File: src/rtl/uart_tx.sv
// uart_tx: 8N1 serial transmitter, LSB first; define UART_TX_PARITY_EN for 8E1 (even parity bit after bit 7).
// Each bit is held DIV = F/BAUD clocks; tx, ready and busy are all registered.
module uart_tx #(
  parameter int F    = 8000000,
  parameter int BAUD = 115200
) (
  input  logic       clk,
  input  logic       rst,
  input  logic [7:0] data_in,
  input  logic       valid,
  output logic       ready,
  output logic       tx,
  output logic       busy
);

  localparam int DIV = F / BAUD;
  localparam int CW  = (DIV > 1) ? $clog2(DIV) : 1;
  localparam logic [CW-1:0] LAST = CW'(DIV - 1);

  localparam logic [2:0] IDLE  = 3'd0;
  localparam logic [2:0] START = 3'd1;
  localparam logic [2:0] DATA  = 3'd2;
  localparam logic [2:0] STOP  = 3'd3;
`ifdef UART_TX_PARITY_EN
  localparam logic [2:0] PARITY = 3'd4;
`endif

  logic [2:0]    state;
  logic [CW-1:0] baud_cnt;
  logic [2:0]    bit_idx;
  logic [7:0]    shift;
  logic          bit_end;
`ifdef UART_TX_PARITY_EN
  logic          par;
`endif

  assign bit_end = (baud_cnt == LAST);

  always_ff @(posedge clk or posedge rst) begin
    if (rst) begin
      state    <= IDLE;
      baud_cnt <= '0;
      bit_idx  <= '0;
      shift    <= '0;
      tx       <= 1'b1;
      ready    <= 1'b1;
      busy     <= 1'b0;
`ifdef UART_TX_PARITY_EN
      par      <= 1'b0;
`endif
    end else begin
      case (state)
        IDLE: begin
          // ready is high exactly while IDLE, so valid alone completes the handshake here
          if (valid) begin
            state    <= START;
            shift    <= data_in;
            baud_cnt <= '0;
            bit_idx  <= '0;
            tx       <= 1'b0;
            ready    <= 1'b0;
            busy     <= 1'b1;
`ifdef UART_TX_PARITY_EN
            par      <= ^data_in;
`endif
          end
        end
        default: begin
          if (!bit_end) begin
            baud_cnt <= baud_cnt + CW'(1);
          end else begin
            baud_cnt <= '0;
            case (state)
              START: begin
                state <= DATA;
                tx    <= shift[0];
              end
              DATA: begin
                if (bit_idx == 3'd7) begin
`ifdef UART_TX_PARITY_EN
                  state <= PARITY;
                  tx    <= par;
`else
                  state <= STOP;
                  tx    <= 1'b1;
`endif
                end else begin
                  bit_idx <= bit_idx + 3'd1;
                  shift   <= {1'b0, shift[7:1]};
                  tx      <= shift[1];
                end
              end
`ifdef UART_TX_PARITY_EN
              PARITY: begin
                state <= STOP;
                tx    <= 1'b1;
              end
`endif
              // STOP (and any unreachable encoding) returns to idle
              default: begin
                state <= IDLE;
                tx    <= 1'b1;
                ready <= 1'b1;
                busy  <= 1'b0;
              end
            endcase
          end
        end
      endcase
    end
  end

endmodule
File: config.mk
export PLATFORM = sky130hd
export DESIGN_NAME = uart_tx
export DESIGN_NICKNAME = d
export VERILOG_FILES = /design/src/rtl/uart_tx.sv
export SDC_FILE = /design/constraint.sdc
export NUM_CORES = 1
export LEC_CHECK = 0
export ABC_CLOCK_PERIOD_IN_PS = 2550
export CORE_MARGIN = 5
export CORE_UTILIZATION = 58
export CTS_BUF_LIST = sky130_fd_sc_hd__clkbuf_8
export CTS_CLUSTER_DIAMETER = 100
export DETAILED_ROUTE_END_ITERATION = 7
export PLACE_DENSITY = 0.78
export SLEW_MARGIN = 20
export SYNTH_ARGS = -nofsm -noshare
export SYNTH_HDL_FRONTEND = slang
export SYNTH_SLANG_ARGS = --single-unit
File: constraint.sdc
create_clock -name clk -period 2.55 [get_ports clk]
set_input_delay 0.6375 -clock clk [delete_from_list [all_inputs] [get_ports clk]]
set_output_delay 0.6375 -clock clk [all_outputs]
set_load 0.1 [all_outputs]
==> run_results.csv <==
group,metric,value,unit
floorplan,die_h,58.6,um
global_routing,grt_util_met1,0.254,
sta,rsz0062_at_grt,"false",
clock_network,cts.sinks,23,
sta,slew_headroom,0.724,
sta,worstMarginPinSlew,0.413,ns
global_routing,grt_overflow,0,
global_routing,busiest_layer,"met2",
clock_network,cts_resized,0,
floorplan,die_w,58.6,um
logic_synthesis,netlist_area,1370,um2
clock_network,cts_tree,"done",
clock_network,clock_latency,0.26,ns
flow_run,maxCapViolations,0,
clock_network,clkTransAtPathRegs,0.08,ns
clock_network,postCtsSetupRepairBufs,0,
route,num_vias,1067,
final_layout,n_fill_cell,174,
setup_path,cp_slowest_cell,"or4b_4",
final_layout,syn2layout_area_growth,14.5,%
setup_path,required,2.74,ns
final_layout,n_antenna_cell,0,
setup_path,cp_top_family,"simple AND/OR/NAND/NOR gates",
logic_synthesis,syn_inst,133,
sta,finalHoldViolations,0,
global_routing,grt.met2_usage,0.305,
power_and_ir_drop,power,611,uW
setup_path,cp_common_cell,"ha_1",
clock_network,root_buffer,"clkbuf_8",
global_routing,grt_pass1_wl,4940,um
global_routing,grtUsageTotal,0.187,
clock_network,numCtsBuffers,3,
setup_path,slowest_delay,0.53,ns
logic_synthesis,synth_most_common_cell,"dfrtp_1",
final_layout,sequential_cell_area,578,um2
logic_synthesis,ys_top_cells_by_area,"dfrtp_1 38%, mux2i_1 10%, ha_1 6.4%",
setup_path,reg2reg_slack,0.59,ns
logic_synthesis,synthesis.nets,151,
min_path,hp-class,"reg -> reg",
global_routing,antenna_found_initial,0,
setup_path,crit_end,"bit_idx[0]$_DFFE_PP0P_",
setup_path,worstRegToRegCells,5,
sta,fin_crit,1.96,ns
floorplan,start_util,0.612,
setup_path,startpoint,"bit_idx[0]$_DFFE_PP0P_",
global_routing,grt_max_degree,15,
setup_path,critical_path.cell_chain,"ha_1, ha_1, or4b_4, or4_1, nand3_1",
setup_path,worstSetupPathType,"reg -> reg",
floorplan,fp-row-count,17,
logic_synthesis,netlist.top_cell.by_area,"dfrtp_1",
clock_network,cts_buffer_depth,2,
sta,finalCritPeriodShare,0.770,
route,antenna_left,0,
sta,setup-violations-final,0,
placed_design,place_congestion,0.794,
global_routing,met3_usage,0.0285,
route,firstDrtPassIters,4,
floorplan,fp.dieArea,3430,um2
logic_synthesis,avgSynthCellArea,10.3,um2
setup_path,cp-start-kind,"flop",
setup_path,cp.buffers_inverters,0,
logic_synthesis,ys_types,40,
sta,clock_skew,0.00705,ns
clock_network,htreeDepth,1,
setup_path,crit_cells,5,
sta,slew_violations,0,
logic_synthesis,seq_area_frac_synth,0.423,
route,dr.first_iter.drc_count,25,
placed_design,hpwl,2120,um
setup_path,r2r-end,"bit_idx[0]$_DFFE_PP0P_",
setup_path,cp_max_fo,5,
logic_synthesis,yosysWarnings,0,
final_layout,multi_input_area,722,um2
floorplan,core,2230,um2
route,vias_per_cell,6.10,
setup_path,r2r-start,"bit_idx[0]$_DFFE_PP0P_",
clock_network,postCtsHoldBufs,0,
final_layout,nets,166,
sta,setup_tns,0,ns
outcome,status,"finished clean",
logic_synthesis,synth-main-ff-cell,"dfrtp_1",
route,drc,0,
logic_synthesis,async_flop_share,1.00,
logic_synthesis,ys_seq_elements,23,
power_and_ir_drop,powerDensity,390,nW/um2
setup_path,worstSetupEndpointType,"flop",
placed_design,port_buffers,13,
logic_synthesis,synth_common_cells,"21 x dfrtp_1, 14 x mux2i_1, 13 x nand2_1",
route,routed_wirelength,2820,um
floorplan,ios,14,
global_routing,grt_pass1_vias,1075,
final_layout,layout-drive-gt1-share,0.129,
setup_path,cp.arrival,2.16,ns
logic_synthesis,synth_edf_count,0,
sta,fmax,0.509,GHz
route,wl_per_cell,16.1,um
logic_synthesis,netlist.area_leader.share,0.384,
power_and_ir_drop,p_leak,0.000583,uW
power_and_ir_drop,peakVddDrop,0.270,mV
[worst min-delay path: cells and delay by family (launching register included)]
kind	cells	cell delay, ns
flip-flops	1	0.38
AND/OR/NAND/NOR	2	0.12
[area by class of cell]
| cell class | instances | share of cell area |
|---|---|---|
| Clock buffer | 3 | 0.0264 |
| Clock inverter | 1 | 0.00240 |
| Inverter | 7 | 0.0168 |
| Multi-Input combinational cell | 95 | 0.461 |
| Sequential cell | 23 | 0.369 |
| Tap cell | 28 | 0.0224 |
| Timing Repair Buffer | 18 | 0.102 |
[power by group]
group / switching [uW] / internal (uW) / total [uW]
logic: 11.3 / 15.2 / 26.4
clock network: 113 / 107 / 220
registers: 0 / 365 / 365
[per-stage QoR]
stage | utilization | hold slack [ns] | area [um2] | setup WS, ns | std cells
floorplan | - | 0.473 | 1370 | 0.706 | 133
global placement | 0.681 | 0.502 | 1520 | 0.564 | 171
detailed placement | 0.681 | 0.524 | 1520 | 0.517 | 171
CTS | 0.701 | 0.543 | 1570 | 0.574 | 175
global route | 0.701 | 0.576 | 1570 | 0.510 | 175
finish | 0.701 | 0.537 | 1570 | 0.586 | 175
[registers in the layout (all words and copies together), names as in the netlist]
name and cells:
ready 1, busy 1, baud_cnt 7, shift 8, tx 1, state 2
bit_idx 3
[cells by family (layout without fill, tap and decap cells)]
kind of cell,count (synthesis),in the layout,share of synthesized area
AND/OR/NAND/NOR,37,37,0.154
XOR/XNOR,2,2,0.0128
AO/OA/AOI/OAI,34,34,0.182
flip-flops,23,23,0.423
adder cells (fa/ha/maj),7,7,0.0640
buffers and inverters,15,29,0.0540
multiplexers,15,15,0.111
[worst min-delay path by stage]
stage	to	depth (start not counted)	from	slack, ns
2_1_floorplan	bit_idx[1]$_DFFE_PP0P_	2	bit_idx[1]$_DFFE_PP0P_	0.47
4_1_cts	bit_idx[1]$_DFFE_PP0P_	2	bit_idx[1]$_DFFE_PP0P_	0.54
6_report	bit_idx[1]$_DFFE_PP0P_	2	bit_idx[1]$_DFFE_PP0P_	0.54
5_1_grt	bit_idx[2]$_DFFE_PP0P_	2	bit_idx[2]$_DFFE_PP0P_	0.58
3_3_place_gp	bit_idx[1]$_DFFE_PP0P_	2	bit_idx[1]$_DFFE_PP0P_	0.50
3_5_place_dp	shift[7]$_DFFE_PP0P_	2	shift[7]$_DFFE_PP0P_	0.52
[cell usage in the layout (no fill, tap or decap), types with 2 or more instances in the layout]
master / n
o31ai_1: 4
nand2_1: 13
o41ai_1: 2
nand4_1: 2
a21boi_0: 2
mux2i_1: 14
inv_1: 8
o21ai_0: 12
nor2_1: 2
o211ai_1: 5
clkdlybuf4s50_1: 10
dfrtp_1: 21
clkbuf_8: 3
ha_1: 7
nand3_1: 6
buf_4: 8
dfstp_2: 2
o311ai_0: 2
nor2b_1: 3
[metal layers]
metal  part of all wire  vias up
li1                   -      520
met1               0.46      527
met2               0.51       18
met3              0.032        2
met4             0.0060        0
met5                  0        -
No activity file was read; power rests on OpenSTA's default activity.
